[src/rtl/elevator_request_scheduler_if.sv]
// Button/lamp and car-controller signals of the elevator request scheduler.
// master = environment (buttons + car controller), slave = scheduler.
interface elevator_request_scheduler_if #(
    parameter int NUM_FLOORS = 4,
    parameter int FLOOR_W    = 2
);
    logic [NUM_FLOORS-1:0] hall_up;
    logic [NUM_FLOORS-1:0] hall_down;
    logic [NUM_FLOORS-1:0] cab_req;
    logic [FLOOR_W-1:0]    car_floor;
    logic                  car_arrived;
    logic                  tgt_ready;
    logic                  tgt_valid;
    logic [FLOOR_W-1:0]    tgt_floor;
    logic [1:0]            sweep_dir;
    logic [NUM_FLOORS-1:0] pend_lamps;
    logic                  fault;

    modport master (
        output hall_up, hall_down, cab_req, car_floor, car_arrived, tgt_ready,
        input  tgt_valid, tgt_floor, sweep_dir, pend_lamps, fault
    );

    modport slave (
        input  hall_up, hall_down, cab_req, car_floor, car_arrived, tgt_ready,
        output tgt_valid, tgt_floor, sweep_dir, pend_lamps, fault
    );
endinterface

[src/rtl/elevator_request_scheduler.sv]
// SCAN-order elevator call scheduler: latches hall/cab calls, offers the next
// target floor over valid/ready, clears served calls on arrival, flags stuck cars.
module elevator_request_scheduler #(
    parameter int NUM_FLOORS     = 4,
    parameter int FLOOR_W        = 2,
    parameter int TIMEOUT_CYCLES = 64
) (
    input  logic                         clk,
    input  logic                         rst_n,
    elevator_request_scheduler_if.slave  bus
);
    localparam logic [1:0] S_IDLE   = 2'd0;
    localparam logic [1:0] S_SELECT = 2'd1;
    localparam logic [1:0] S_ISSUE  = 2'd2;
    localparam logic [1:0] S_WAIT   = 2'd3;
    localparam int CNT_W = $clog2(TIMEOUT_CYCLES + 1);

    logic [1:0]            state;
    logic [NUM_FLOORS-1:0] pend_up, pend_down, pend_cab, pend_any, clr_mask;
    logic [NUM_FLOORS-1:0] up_next, down_next, cab_next;
    logic                  dir_down;
    logic [FLOOR_W-1:0]    tgt_q;
    logic [CNT_W-1:0]      wait_cnt;
    logic                  fault_q;
    logic                  arrive_hit;

    logic                  here_hit, above_hit, below_hit;
    logic [FLOOR_W-1:0]    above_idx, below_idx, sel_floor;
    logic                  sel_down;

    assign pend_any   = pend_up | pend_down | pend_cab;
    assign arrive_hit = (state == S_WAIT) && bus.car_arrived && (bus.car_floor == tgt_q);

    always_comb begin
        clr_mask = '0;
        for (int i = 0; i < NUM_FLOORS; i++)
            clr_mask[i] = arrive_hit && (FLOOR_W'(i) == tgt_q);
    end

    // Clear first, then OR in new pulses: a same-cycle re-request survives.
    assign up_next   = (pend_up   & ~clr_mask) | bus.hall_up;
    assign down_next = (pend_down & ~clr_mask) | bus.hall_down;
    assign cab_next  = (pend_cab  & ~clr_mask) | bus.cab_req;

    always_comb begin
        here_hit  = 1'b0;
        above_hit = 1'b0;
        below_hit = 1'b0;
        above_idx = '0;
        below_idx = '0;
        // Descending scan so the last match is the lowest floor above the car.
        for (int i = NUM_FLOORS - 1; i >= 0; i--)
            if (pend_any[i] && FLOOR_W'(i) > bus.car_floor) begin
                above_hit = 1'b1;
                above_idx = FLOOR_W'(i);
            end
        // Ascending scan so the last match is the highest floor below the car.
        for (int i = 0; i < NUM_FLOORS; i++) begin
            if (pend_any[i] && FLOOR_W'(i) < bus.car_floor) begin
                below_hit = 1'b1;
                below_idx = FLOOR_W'(i);
            end
            if (pend_any[i] && FLOOR_W'(i) == bus.car_floor)
                here_hit = 1'b1;
        end
    end

    always_comb begin
        sel_floor = bus.car_floor;
        sel_down  = dir_down;
        if (!here_hit) begin
            if (!dir_down) begin
                sel_floor = above_hit ? above_idx : below_idx;
                sel_down  = !above_hit;
            end else begin
                sel_floor = below_hit ? below_idx : above_idx;
                sel_down  = below_hit;
            end
        end
    end

    always_ff @(posedge clk or negedge rst_n) begin
        if (!rst_n) begin
            state     <= S_IDLE;
            pend_up   <= '0;
            pend_down <= '0;
            pend_cab  <= '0;
            dir_down  <= 1'b0;
            tgt_q     <= '0;
            wait_cnt  <= '0;
            fault_q   <= 1'b0;
        end else begin
            pend_up   <= up_next;
            pend_down <= down_next;
            pend_cab  <= cab_next;
            case (state)
                S_IDLE: if (|pend_any) state <= S_SELECT;
                S_SELECT: begin
                    if (!(|pend_any)) begin
                        state <= S_IDLE;
                    end else begin
                        tgt_q    <= sel_floor;
                        dir_down <= sel_down;
                        state    <= S_ISSUE;
                    end
                end
                S_ISSUE: begin
                    if (bus.tgt_ready) begin
                        state    <= S_WAIT;
                        wait_cnt <= '0;
                    end
                end
                default: begin
                    if (arrive_hit) begin
                        wait_cnt <= '0;
                        state    <= (|(up_next | down_next | cab_next)) ? S_SELECT : S_IDLE;
                    end else if (wait_cnt == CNT_W'(TIMEOUT_CYCLES - 1)) begin
                        // Car never arrived: flag it, keep calls, retry from IDLE.
                        wait_cnt <= '0;
                        fault_q  <= 1'b1;
                        state    <= S_IDLE;
                    end else begin
                        wait_cnt <= wait_cnt + 1'b1;
                    end
                end
            endcase
        end
    end

    assign bus.tgt_valid  = (state == S_ISSUE);
    assign bus.tgt_floor  = tgt_q;
    assign bus.sweep_dir  = (state == S_IDLE) ? 2'b00 : (dir_down ? 2'b10 : 2'b01);
    assign bus.pend_lamps = pend_any;
    assign bus.fault      = fault_q;
endmodule

[src/flat_wrapper.sv]
// flat-port wrapper written by rule: the top's interface ports become plain ports
module elevator_request_scheduler_flat 
#(
    parameter int NUM_FLOORS     = 4,
    parameter int FLOOR_W        = 2,
    parameter int TIMEOUT_CYCLES = 64
)
  (clk, rst_n, bus_hall_up, bus_hall_down, bus_cab_req, bus_car_floor, bus_car_arrived, bus_tgt_ready, bus_tgt_valid, bus_tgt_floor, bus_sweep_dir, bus_pend_lamps, bus_fault);
  elevator_request_scheduler_if #(.NUM_FLOORS(NUM_FLOORS), .FLOOR_W(FLOOR_W)) bus_i ();
  input  logic clk;
  input  logic rst_n;
  input wire logic [$bits(bus_i.hall_up)-1:0] bus_hall_up;
  input wire logic [$bits(bus_i.hall_down)-1:0] bus_hall_down;
  input wire logic [$bits(bus_i.cab_req)-1:0] bus_cab_req;
  input wire logic [$bits(bus_i.car_floor)-1:0] bus_car_floor;
  input wire logic [$bits(bus_i.car_arrived)-1:0] bus_car_arrived;
  input wire logic [$bits(bus_i.tgt_ready)-1:0] bus_tgt_ready;
  output wire logic [$bits(bus_i.tgt_valid)-1:0] bus_tgt_valid;
  output wire logic [$bits(bus_i.tgt_floor)-1:0] bus_tgt_floor;
  output wire logic [$bits(bus_i.sweep_dir)-1:0] bus_sweep_dir;
  output wire logic [$bits(bus_i.pend_lamps)-1:0] bus_pend_lamps;
  output wire logic [$bits(bus_i.fault)-1:0] bus_fault;
  assign bus_i.hall_up = bus_hall_up;
  assign bus_i.hall_down = bus_hall_down;
  assign bus_i.cab_req = bus_cab_req;
  assign bus_i.car_floor = bus_car_floor;
  assign bus_i.car_arrived = bus_car_arrived;
  assign bus_i.tgt_ready = bus_tgt_ready;
  assign bus_tgt_valid = bus_i.tgt_valid;
  assign bus_tgt_floor = bus_i.tgt_floor;
  assign bus_sweep_dir = bus_i.sweep_dir;
  assign bus_pend_lamps = bus_i.pend_lamps;
  assign bus_fault = bus_i.fault;
  elevator_request_scheduler #(.NUM_FLOORS(NUM_FLOORS), .FLOOR_W(FLOOR_W), .TIMEOUT_CYCLES(TIMEOUT_CYCLES)) u_core (.clk(clk), .rst_n(rst_n), .bus(bus_i));
endmodule
[config.mk]
export PLATFORM = sky130hd
export DESIGN_NAME = elevator_request_scheduler_flat
export DESIGN_NICKNAME = d
export VERILOG_FILES = /design/src/rtl/elevator_request_scheduler_if.sv /design/src/rtl/elevator_request_scheduler.sv /design/src/flat_wrapper.sv
export SDC_FILE = /design/constraint.sdc
export NUM_CORES = 1
export LEC_CHECK = 0
export BUFFER_PORTS_ARGS = -buffer_cell sky130_fd_sc_hd__buf_2
export CORE_ASPECT_RATIO = 0.7
export CORE_MARGIN = 5
export CORE_UTILIZATION = 50
export CTS_CLUSTER_DIAMETER = 40
export DETAILED_ROUTE_END_ITERATION = 8
export PLACE_DENSITY = 0.79
export RECOVER_POWER = 25
export SYNTH_ARGS = -nofsm -noshare
export SYNTH_HDL_FRONTEND = slang
export SYNTH_SLANG_ARGS = --single-unit
[constraint.sdc]
create_clock -name clk -period 2.35 [get_ports clk]
set_clock_uncertainty 0.1 [all_clocks]
set_input_delay 0.235 -clock clk [delete_from_list [all_inputs] [get_ports clk]]
set_output_delay 0.235 -clock clk [all_outputs]
set_load 0.01 [all_outputs]
== Word level (Yosys, flattened, before mapping) ==
Index checks and enable logic that the tools add are counted.
Word-level totals
  register bits after elaboration: 25
  ROM bits: 0
  memories: 0
  RAM bits: 0
  bits in latches: 0
  output and inout port bits: 10
  logic and storage cells: 114
  input port bits: 18
Cells by class
  shifts and indexed selects: 0
  magnitude comparators: 8
  equality and inequality tests: 13
  add/sub/neg operators: 1
  reduce and logical (&&, ||, !) cells: 32
  $mul: 0
  muxes and demuxes: 37
  divide/modulo/power cells: 0
  bitwise logic cells: 15
Operator list (number)
  $mux 2: 17
  $or 4x4->4: 7
  $mux 7: 3
  $logic_and 1x1->1: 18
  $mux 1: 15
  $pmux 7 s2: 1
  $and 4x4->4: 3
  $reduce_and 3->1: 3
  $eq 2x2->1 const A: 4
  $reduce_or 4->1: 2
  $add 7x1->7 const B: 1
  $eq 7x6->1 const B: 1
  $logic_not 2->1: 3
  $pmux 2 s3: 1
  $reduce_bool 5->1: 1
  $eq 1x2->1 const A: 2
  $eq 2x2->1 const B: 2
  $gt 1x2->1 const A: 2
  $gt 2x2->1 const A: 2
  $lt 1x2->1 const A: 2
  $lt 2x2->1 const A: 2
  $not 1->1: 4
  $not 4->4: 1
  $reduce_and 2->1: 2
  other kinds (7): 7

== Depth between registers and ports, before layout ==
Gate-level depths: netlist of the first run.
  depth after elaboration: 13
  depth in mapped cells: 7
  gate-level depth less buffers: 7

== Least setup slack after synthesis of the first run ==
Ideal clock, no wire load.
  kind: register -> register
  from: register u_core.pend_up[0]
  to: register u_core.tgt_q[0], in the netlist u_core.bus.tgt_floor[0]
  buffers on the path: 1
  data arrival time: 1.709 ns
  cell stages (with the launch flop): 7
  path slack: 0.420 ns
  setup time: 0.121 ns
  clock period less this slack: 1.930 ns
  required time: 2.129 ns
  cells stage by stage: dfrtp_1 or3_4 buf_6 mux4_2 a31oi_1 o21ai_1 a22o_1
On the way
  longest elaborated chain between the ends: 10
  elaborated cells on any way between the ends: 21
  those cells by class: mux (14); bitwise (2); reduce/logical (5)
RTL lines
  start, declared: RTL line elevator_request_scheduler.sv:19  | logic [NUM_FLOORS-1:0] pend_up, pend_down, pend_cab, pend_any, clr_mask;
  start signal, assigned: RTL line elevator_request_scheduler.sv:93  | pend_up <= up_next;
  $or 4x4->4 * (2 in a row): RTL line elevator_request_scheduler.sv:31  | assign pend_any = pend_up | pend_down | pend_cab;
  via bus_pend_lamps[0]: RTL line flat_wrapper.sv:21  | output wire logic [$bits(bus_i.pend_lamps)-1:0] bus_pend_lamps;
  $logic_and 1x1->1: RTL line elevator_request_scheduler.sv:59  | if (pend_any[i] && FLOOR_W'(i) < bus.car_floor) begin
  $mux 1 (4 in a row): RTL line elevator_request_scheduler.sv:59
  $mux 2: RTL line elevator_request_scheduler.sv:76  | sel_floor = below_hit ? below_idx : above_idx;
  $mux 2: RTL line elevator_request_scheduler.sv:72  | if (!dir_down) begin
  $mux 2: RTL line elevator_request_scheduler.sv:71  | if (!here_hit) begin
  end signal, assigned: RTL line elevator_request_scheduler.sv:102  | tgt_q <= sel_floor;
  end, declared: RTL line elevator_request_scheduler.sv:22  | logic [FLOOR_W-1:0] tgt_q;
The timed path passes the listed nets; every way through them passes the cells marked *.
A chain may end at the register's enable or synchronous reset.

== Worst setup path in the final report of the first run ==
  from: register u_core.pend_down[3]
  to: register u_core.tgt_q[0], in the netlist u_core.bus.tgt_floor[0]
On the way
  longest elaborated chain between the ends: 10
  elaborated cells on any way between the ends: 22
  those cells by class: mux (15); bitwise (2); reduce/logical (5)
RTL lines
  start, declared: RTL line elevator_request_scheduler.sv:19
  start signal, assigned: RTL line elevator_request_scheduler.sv:94  | pend_down <= down_next;
  $or 4x4->4 * (2 in a row): RTL line elevator_request_scheduler.sv:31
  $logic_and 1x1->1: RTL line elevator_request_scheduler.sv:53  | if (pend_any[i] && FLOOR_W'(i) > bus.car_floor) begin
  $mux 2 / $mux 1 (equally long branches) (4 in a row): RTL line elevator_request_scheduler.sv:53
  $mux 2 (on tied branches): RTL line elevator_request_scheduler.sv:73, elevator_request_scheduler.sv:76
  $mux 2: RTL line elevator_request_scheduler.sv:72
  $mux 2: RTL line elevator_request_scheduler.sv:71
Every way passes the cells marked *; elsewhere a longest branch is shown, timed or not.

==> metrics, run 1 <==
status=completed; Total GRT Usage=0.173; post-layout net count=204; max-cap violations=0; number of routed nets with antenna violations=0; Netlist cell types=47; Power Density=797 mW/mm^2; WHS Path Cells=2; Critical Path Slowest Stage Cell=mux4_2; FF-to-FF setup slack=0.16 ns; Cells after Synth=156; DPL Wire Length=2580 um; share of Yosys cell area claimed by the top area cell type=0.427; fmax=456 MHz; clk root buf=clkbuf_8; met3 Usage GRT=0.0489; post-route clock period utilization=0.933; Crit Reg-Reg Startpoint=u_core.pend_down[3]$_DFF_PN0_; Crit path required time=2.41 ns; transition time at the pin with the least slew margin=1.33 ns; wire per inst=15.0 um; number of synthesized register bits=25; Clock transition at path regs=0.08 ns; Max Fanout on Critical Path=7; Synth Flop Type=dfrtp_1; fin cells=220; 1st-pass router iterations=4; Critical Path AT=2.25 ns; syn nets=175; grt peak-use layer=met2; Die X=74.7 um; antenna cells=0; Crit path buffers/inverters=1; met2 Usage GRT=0.254; Die ar.=0.00413 sq mm; crit path launch type=flop; grt total ovfl=0; antenna violations before repair=0; ys async rst share=1.00; row count=16; R2R Path End=u_core.bus.tgt_floor[0]$_DFFE_PN0P_; crit path cell chain=nor3_2 -> inv_1 -> mux4_2 -> a31oi_1 -> o21ai_1 -> a22o_1; EDFF count, synth=0; Yosys warnings=0; TritonCTS Sinks=25; Clk Latency, worst-skew pair=0.26 ns; Post-Synthesis Cell Area=0.00147 sq mm; share of cells above drive strength 1=0.234; R2R cell count=6; Residual DRC=0; Peak VDD IR=532 uV; max incr delay on CP=0.51 ns; global-route wire length before repair=5760 um; cell taking the most area after synthesis=dfrtp_1; vias=1291; total CTS buffers=3; endpoints failing setup=0; DRT iter0 DRCs=71; hold crit path type=in -> reg; largest net degree at the start of global routing=26; met1 Track Usage GR=0.253; P_leak=0.685 nW; Max Root-Sink Buffers=2; postcts setup bufs=0; core area=0.00280 sq mm; total negative slack=0 ns; GP Congestion=0.797; Slew headroom=0.112; H-tree depth=1; top cells by area, synth=dfrtp_1 (43%), nor2_1 (4.9%), a41oi_1 (4.2%); CTS tree=built; worst hold start=bus_hall_down[2]; Final Hold Viols=0; Die Height=55.3 um; number of global-route vias before repair=1276; Layout area overhead=14.3%; Post-DP Area=0.00162 sq mm; Initial Util=0.523; hold worst-path end=u_core.pend_down[2]$_DFF_PN0_; RSZ-0062 raised after global routing=false; crit end category=flop; Top Ports=28; vias per cell=5.87; critical path type=reg -> reg; post-route cell area=0.00168 sq mm; family with the most delay on the worst path=multiplexers; I/O Buffers=27; WL final=3300 um; min cycle time layout=2.19 ns; fin. max-slew vios=0; Post-Syn Area per Cell=9.40 sq um; Seq/Total Area, Yosys=0.427; # placed instances=215
==> worst max-delay path by stage <==
| stage | from | end | slack (ns) | cells past startpoint |
|---|---|---|---|---|
| 4_1_cts | u_core.pend_down[3]$_DFF_PN0_ | u_core.bus.tgt_floor[0]$_DFFE_PN0P_ | 0.20 | 6 |
| 3_3_place_gp | u_core.pend_down[3]$_DFF_PN0_ | u_core.bus.tgt_floor[0]$_DFFE_PN0P_ | 0.26 | 6 |
| 3_5_place_dp | u_core.pend_down[3]$_DFF_PN0_ | u_core.bus.tgt_floor[0]$_DFFE_PN0P_ | 0.21 | 6 |
| 5_1_grt | u_core.pend_down[3]$_DFF_PN0_ | u_core.bus.tgt_floor[0]$_DFFE_PN0P_ | 0.02 | 6 |
| 6_report | u_core.pend_down[3]$_DFF_PN0_ | u_core.bus.tgt_floor[0]$_DFFE_PN0P_ | 0.16 | 6 |
| 2_1_floorplan | u_core.pend_up[0]$_DFF_PN0_ | u_core.bus.tgt_floor[0]$_DFFE_PN0P_ | 0.42 | 6 |
==> metrics by stage <==
step	power, mW	worst slack, ns	util	hold WS (ns)
4_1_cts	1.35	0.198	0.599	0.0563
6_report	1.34	0.157	0.598	0.0629
3_3_place_gp	1.08	0.263	0.579	0.149
2_1_floorplan	0.931	0.420	-	-0.161
3_5_place_dp	1.10	0.209	0.579	0.159
5_1_grt	1.44	0.0239	0.598	0.0575
==> report_power, final <==
part           leakage (nW)  total [mW]  switching (mW)  internal [mW]
Sequential            0.274       0.595          0.0909          0.504
Clock                0.0255       0.245           0.126          0.118
Combinational         0.386       0.496           0.275          0.221
Total                 0.685        1.34           0.493          0.843
==> flip-flops by register name (all words and copies together), names as in the netlist <==
name / flops
u_core.bus.fault: 1
u_core.wait_cnt: 7
u_core.pend_down: 4
u_core.bus.tgt_floor: 2
u_core.pend_up: 4
u_core.dir_down: 1
u_core.state: 2
u_core.pend_cab: 4
==> final cells by class <==
class | instances | area [sq um]
Clock inverter | 1 | 5.00
Inverter | 14 | 52.6
Fill cell | 248 | 1130
Sequential cell | 25 | 626
Tap cell | 36 | 45.0
Clock buffer | 3 | 41.3
Timing Repair Buffer | 30 | 159
Multi-Input combinational cell | 111 | 748
==> synth_stat cells, types with 4 or more instances <==
| cell | instances |
|---|---|
| a21o_1 | 6 |
| a21oi_1 | 9 |
| a41oi_1 | 7 |
| dfrtp_1 | 25 |
| inv_1 | 13 |
| nand2_1 | 4 |
| nor2_1 | 19 |
| nor2b_1 | 4 |
| nor3_1 | 4 |
| o21ai_0 | 6 |
==> repair_timing <==
| item | 4_1_cts | 5_1_grt |
|---|---|---|
| hold buffers | 1 | 0 |
| gates resized for setup | 0 | 0 |
| endpoints found under the hold margin | 25 | 0 |
==> cells in the final DEF (no fill, tap or decap), drive strengths merged, types with 4 or more instances in the layout <==
cell / synthesis / layout
nand2: 4 / 4
a21oi: 9 / 9
nor4: 4 / 4
nor2b: 4 / 4
a41oi: 7 / 7
nor2: 21 / 21
buf: 5 / 28
dfrtp: 25 / 25
clkbuf: 1 / 4
a21o: 6 / 6
o21ai: 7 / 7
inv: 14 / 14
nor3: 5 / 5
==> cells by family (layout without fill, tap and decap cells) <==
group	after synthesis	count (layout)	synth area share
AOI/OAI and AO/OA	49	49	0.247
DFF	25	25	0.427
xor gates and xnor gates	3	3	0.0179
buffers and inverters	20	48	0.0631
muxes	1	1	0.0154
adders and majority gates	1	1	0.00853
and+or+nand+nor	57	57	0.221
==> layer usage <==
metal,up-vias,routed length [um],share of wire
li1,634,-,-
met4,0,8,0.0024
met5,-,0,0
met3,2,288,0.087
met1,605,1470,0.45
met2,50,1530,0.46
Power figures use the tool's default switching activity.
==> inputs of run 2 (changes only) <==
- ABC_AREA: not set -> 1
- CTS_BUF_LIST: not set -> sky130_fd_sc_hd__clkbuf_16
- GPL_TIMING_DRIVEN: not set -> 0
==> metrics, run 2 <==
status=completed; Die ar.=0.00400 sq mm (-3.2%); number of synthesized register bits=25 (unchanged); crit end category=flop; worst hold start=bus_hall_down[1]; Critical Path AT=1.75 ns (-0.50 ns); endpoints failing setup=0 (unchanged); Max Fanout on Critical Path=6 (-1); post-layout net count=245 (+20%); max incr delay on CP=0.38 ns (-0.13 ns); post-route clock period utilization=0.732 (-0.201); fin. max-slew vios=0 (unchanged); hold worst-path end=u_core.pend_down[1]$_DFF_PN0_; RSZ-0062 raised after global routing=false; Initial Util=0.514 (-0.00907); Post-Synthesis Cell Area=0.00141 sq mm (-3.8%); global-route wire length before repair=4760 um (-17%); Synth Flop Type=dfrtp_1; post-route cell area=0.00167 sq mm (-0.22%); vias per cell=4.78 (-19%); ys async rst share=1.00 (unchanged); share of Yosys cell area claimed by the top area cell type=0.444 (+0.0170); Crit Reg-Reg Startpoint=u_core.wait_cnt[0]$_DFFE_PN0P_; share of cells above drive strength 1=0.169 (-0.0648); max reg flops=7 (unchanged); core area=0.00274 sq mm (-2.1%); Crit path required time=2.38 ns (-0.03 ns); EDFF count, synth=0 (unchanged); family with the most delay on the worst path=simple AND/OR/NAND/NOR gates; Power Density=833 mW/mm^2 (+4.6%); postcts setup bufs=0 (unchanged); antenna cells=0 (unchanged); vias=1248 (-3.3%); Die X=73.5 um (-1.7%); Fillers=252 (+1.6%); Peak VDD IR=398 uV (-25%); post-cts resize count=0 (unchanged); 1st-pass router iterations=5 (+1); total CTS buffers=3 (unchanged); I/O Buffers=26 (-3.7%); Cells after Synth=194 (+24%); WL final=2840 um (-14%); Top reg by flops=u_core.wait_cnt; transition time at the pin with the least slew margin=1.31 ns (-0.0244 ns); WHS Path Cells=3 (+1); Critical Path Slowest Stage Cell=dfrtp_1; Seq/Total Area, Yosys=0.444 (+0.0170); fmax=581 MHz (+28%); Netlist cell types=24 (-49%); most common cell after layout, fill and taps aside=nand2_1; Post-Syn Area per Cell=7.27 sq um (-23%); top cells by area, synth=dfrtp_1 (44%), nand2_1 (11%), inv_1 (11%); syn nets=213 (+22%); Post-synth top cells=nand2_1 (43), inv_1 (41), nor2_1 (27); row count=16 (unchanged); R2R cell count=7 (+1); Final Hold Viols=0 (unchanged); Crit path buffers/inverters=0 (-1); Residual DRC=0 (unchanged); crit path cell chain=ha_1 -> nand3_1 -> nor3_2 -> nand2_1 -> nand2_4 -> nand2_2 -> or3_1; wire per inst=10.9 um (-27%); max-cap violations=0 (unchanged); CTS tree=built; critical path type=reg -> reg; Max Root-Sink Buffers=2 (unchanged); H-tree depth=1 (unchanged); largest net degree at the start of global routing=26 (unchanged); crit path launch type=flop; Slew headroom=0.129 (+0.0162); Yosys warnings=0 (unchanged); most frequent cell after synthesis=nand2_1; clk root buf=clkbuf_16; R2R Path End=u_core.state[1]$_DFFE_PN0P_; Clock transition at path regs=0.06 ns (-0.02 ns); commonest non-fill, non-tap cells in the layout=nand2_1 (43), inv_1 (42), nor2_1 (27); Clk Latency, worst-skew pair=0.25 ns (about the same); DRT iter0 DRCs=67 (-5.6%); Top Ports=28 (unchanged); FF-to-FF setup slack=0.63 ns (+0.47 ns); Total GRT Usage=0.154 (-0.0191); grt total ovfl=0 (unchanged); GP Congestion=0.785 (-1.5%); min cycle time layout=1.72 ns (-0.473 ns); cell taking the most area after synthesis=dfrtp_1; Layout area overhead=18.6%; DPL Wire Length=2220 um (-14%); TritonCTS Sinks=25 (unchanged); hold crit path type=in -> reg; number of routed nets with antenna violations=0 (unchanged); total power=1.39 mW (+4.4%); Post-DP Area=0.00159 sq mm (-2.2%); total negative slack=0 ns (unchanged); number of global-route vias before repair=1140 (-11%); antenna violations before repair=0 (unchanged); Die Height=54.4 um (-1.6%); P_leak=0.852 nW (+24%)
-- run 2: cell types whose count changed in the layout (fill, tap and decap cells not counted), moves of 6 or more --
cell     before  now
a41oi_1       7    0
nand3_1       3   16
nand2_1       4   43
inv_1        13   42
nor2_1       19   27
a21o_1        6    0
-- run 2: worst max-delay path by stage --
stage / slack (ns) / start / end / depth (start not counted)
floorplan: 0.76 / u_core.wait_cnt[0]$_DFFE_PN0P_ / u_core.state[1]$_DFFE_PN0P_ / 7
global placement: 0.66 / u_core.wait_cnt[0]$_DFFE_PN0P_ / u_core.state[1]$_DFFE_PN0P_ / 7
detailed placement: 0.63 / u_core.wait_cnt[0]$_DFFE_PN0P_ / u_core.state[1]$_DFFE_PN0P_ / 7
CTS: 0.62 / u_core.wait_cnt[0]$_DFFE_PN0P_ / u_core.state[1]$_DFFE_PN0P_ / 7
global route: 0.33 / rst_n / u_core.pend_cab[0]$_DFF_PN0_ / 2
finish: 0.63 / u_core.wait_cnt[0]$_DFFE_PN0P_ / u_core.state[1]$_DFFE_PN0P_ / 7
-- run 2: power breakdown --
part | total [mW] | internal (mW) | switching [mW]
Sequential | 0.571 | 0.497 | 0.0740
Clock | 0.364 | 0.227 | 0.137
Combinational | 0.459 | 0.172 | 0.287
-- run 2: metal layers --
| layer | vias to the layer above | wire, um | global-route usage |
|---|---|---|---|
| met5 | - | 0 | 0 |
| li1 | 660 | - | - |
| met3 | 2 | 212 | 0.0532 |
| met2 | 40 | 1240 | 0.238 |
| met1 | 546 | 1380 | 0.217 |
| met4 | 0 | 9 | 0.0151 |
-- run 2: stage by stage --
stage	util	worst slack [ns]	hold WS [ns]	instances
floorplan	-	0.765	-0.161	194
global placement	0.578	0.657	0.156	256
detailed placement	0.578	0.626	0.155	256
CTS	0.610	0.618	0.0666	261
global route	0.610	0.330	0.0733	261
finish	0.610	0.630	0.0692	261
-- run 2: layout make-up --
class,instances,area [sq um],area share
clock inverter,1,3.75,0.00224
timing repair buffer,27,139,0.0830
inverter,43,165,0.0987
clock buffer,3,75.1,0.0449
multi-input combinational,125,608,0.364
sequential,25,626,0.374
buffer,1,11.3,0.00673
tap,36,45.0,0.0269
-- run 2: worst reg2reg max path, stage by stage (launching register included) --
cell and delay (ns):
dfrtp_1 0.38, ha_1 0.19, nand3_1 0.13, nor3_2 0.16, nand2_1 0.15, nand2_4 0.13, nand2_2 0.05, or3_1 0.29
-- run 2: what timing repair did --
action / CTS / global route
setup endpoints to repair: 0 / 0
hold buffers: 1 / 0
endpoints found under the hold margin: 25 / 0
-- run 2: logic make-up (layout without fill, tap and decap cells) --
logic type / Yosys count / after routing / share of synthesized area
flip-flops: 25 / 25 / 0.444
buffers and inverters: 44 / 75 / 0.125
AO/OA/AOI/OAI: 25 / 25 / 0.101
adder cells (fa/ha/maj): 1 / 1 / 0.00887
XOR/XNOR: 4 / 4 / 0.0248
AND/OR/NAND/NOR: 95 / 95 / 0.296
==> inputs of run 3 (changes only) <==
- CORE_UTILIZATION: 50 -> 49
- PLACE_DENSITY: 0.79 -> 0.81
- clock period: 2.35 -> 1.4 ns (I/O delays scaled with it)
==> metrics, run 3 (same netlist as run 2, synthesis figures left out) <==
FF-to-FF setup slack=-0.18 ns (-0.81 ns); max reg flops=7 (unchanged); wire per inst=12.7 um (+17%); Post-DP Area=0.00160 sq mm (+1.2%); crit path cell chain=nor2_1 -> nand2_1 -> nor2_4 -> nor2_1 -> nor2_1 -> nand3_1 -> nor2_1 -> nand2_1 -> nand2_1 -> a21oi_2; Total GRT Usage=0.194 (+0.0397); I/O Buffers=26 (unchanged); DRT iter0 DRCs=111 (+66%); Die ar.=0.00407 sq mm (+1.7%); RSZ-0062 raised after global routing=true; grt total ovfl=0 (unchanged); critical path type=reg -> reg; R2R Path End=u_core.state[0]$_DFFE_PN0P_; # placed instances=256 (unchanged); Top Ports=28 (unchanged); Crit path required time=1.45 ns (-0.93 ns); Max Fanout on Critical Path=4 (-2); most common cell after layout, fill and taps aside=inv_1; crit end category=flop; Clock transition at path regs=0.06 ns (about the same); Power Density=1310 mW/mm^2 (+57%); antenna violations before repair=0 (unchanged); Die Height=54.9 um (+0.83%); post-layout net count=273 (+11%); post-route clock period utilization=1.13 (+0.396); WHS Path Cells=5 (+2); max-cap violations=0 (unchanged); hold crit path type=in -> reg; CTS tree=built; vias=1405 (+13%); hold slack=0.197 ns (+0.128 ns); fin cells=289 (+11%); clk root buf=clkbuf_16; total negative slack=-0.694 ns (-0.694 ns); Crit Reg-Reg Startpoint=u_core.bus.tgt_floor[0]$_DFFE_PN0P_; WL final=3660 um (+29%); status=finished, violations left; TritonCTS Sinks=25 (unchanged); Final Hold Viols=0 (unchanged); final setup margin=-0.180 ns (-0.810 ns); Critical Path Slowest Stage Cell=dfrtp_1; most used cell, CP=nor2_1; Slew headroom=0.585 (+0.456); DPL Wire Length=2220 um (about the same); fmax=633 MHz (+8.9%); total power=2.80 mW (+100%); Initial Util=0.507 (-0.00740); P_leak=1.02 nW (+20%); vias per cell=4.86 (+1.7%); post-route cell area=0.00214 sq mm (+28%); worst hold start=bus_car_floor[1]; GP Congestion=0.832 (+6.1%); row count=16 (unchanged); Layout area overhead=51.6%; H-tree depth=1 (unchanged); transition time at the pin with the least slew margin=0.623 ns (-0.684 ns); Core Util, Final=0.768 (+0.158); Max Root-Sink Buffers=2 (unchanged); antenna cells=0 (unchanged); number of global-route vias before repair=1314 (+15%); Clk Latency, worst-skew pair=0.26 ns (about the same); CP endpoint=u_core.state[0]$_DFFE_PN0P_; Top reg by flops=u_core.wait_cnt; crit path launch type=flop; max incr delay on CP=0.42 ns (+0.04 ns); Peak VDD IR=882 uV (+120%); number of routed nets with antenna violations=0 (unchanged); endpoints failing setup=9 (+9); Critical Path AT=1.63 ns (-0.12 ns); Die X=74.1 um (+0.87%); global-route wire length before repair=5910 um (+24%); Worst Setup SP=u_core.bus.tgt_floor[0]$_DFFE_PN0P_; R2R cell count=10 (+3); Residual DRC=0 (unchanged); min cycle time layout=1.58 ns (-0.140 ns); share of cells above drive strength 1=0.372 (+0.203); Fillers=176 (-30%); fin. max-slew vios=0 (unchanged); total CTS buffers=3 (unchanged); largest net degree at the start of global routing=26 (unchanged); 1st-pass router iterations=4 (-1); commonest non-fill, non-tap cells in the layout=inv_1 (40), nand2_1 (32), dfrtp_1 (23); worst slack at placement=-0.300 ns (-0.927 ns); failing checks=setup timing; core area=0.00278 sq mm (+1.5%)
-- run 3: cell count changes in the layout (fill, tap and decap cells not counted), moves of 5 or more --
| cell | previous run | this run |
|---|---|---|
| nand2_2 | 1 | 9 |
| nand2_1 | 43 | 32 |
| a21oi_2 | 1 | 6 |
| buf_4 | 0 | 12 |
| nor2_1 | 27 | 19 |
| nor2_2 | 0 | 5 |
| buf_6 | 1 | 8 |
| o21ai_0 | 6 | 1 |
| nand3_1 | 16 | 11 |
| dlygate4sd3_1 | 1 | 13 |
| a21oi_1 | 12 | 7 |
-- run 3: critical path: cells and delay by family (launching register included) --
kind             cells  cell delay, ns
AO/OA/AOI/OAI        1            0.05
flip-flops           1            0.42
AND/OR/NAND/NOR      9            0.88
-- run 3: area by class of cell --
| type | count | area, sq um | area share |
|---|---|---|---|
| plain buffers | 1 | 11.3 | 0.00527 |
| flip-flops and latches | 25 | 628 | 0.294 |
| repair buffers | 55 | 414 | 0.194 |
| clock inverters | 1 | 3.75 | 0.00176 |
| multi-input cells | 125 | 796 | 0.372 |
| clock buffers | 3 | 75.1 | 0.0351 |
| well taps | 36 | 45.0 | 0.0211 |
| inverters | 43 | 165 | 0.0772 |
-- run 3: routing by layer --
metal / wire, um / vias up / share of wire / global-route usage
li1: - / 716 / - / -
met1: 1640 / 638 / 0.45 / 0.263
met2: 1760 / 51 / 0.48 / 0.324
met3: 258 / 0 / 0.070 / 0.0440
met4: 0 / 0 / 0 / 0.0331
met5: 0 / - / 0 / 0
-- run 3: worst min-delay path by stage --
| stage | to | slack, ns |
|---|---|---|
| 3_3_place_gp | u_core.pend_down[1]$_DFF_PN0_ | 0.06 |
| 5_1_grt | u_core.dir_down$_DFFE_PN0P_ | 0.22 |
| 3_5_place_dp | u_core.pend_down[2]$_DFF_PN0_ | 0.06 |
| 2_1_floorplan | u_core.bus.fault$_DFFE_PN0P_ | -0.26 |
| 6_report | u_core.dir_down$_DFFE_PN0P_ | 0.20 |
| 4_1_cts | u_core.dir_down$_DFFE_PN0P_ | 0.16 |
-- run 3: repair_timing --
action	CTS	global route
pin swaps	15	12
setup buffers	13	3
hold buffers	13	0
gates resized for setup	33	24
endpoints found under the hold margin	37	0
setup endpoints to repair	11	18
-- run 3: power by group --
group / total (mW) / leakage (nW) / switching [mW] / internal (mW)
Clock: 0.620 / 0.0423 / 0.239 / 0.381
Sequential: 0.944 / 0.274 / 0.105 / 0.839
Combinational: 1.23 / 0.705 / 0.692 / 0.538
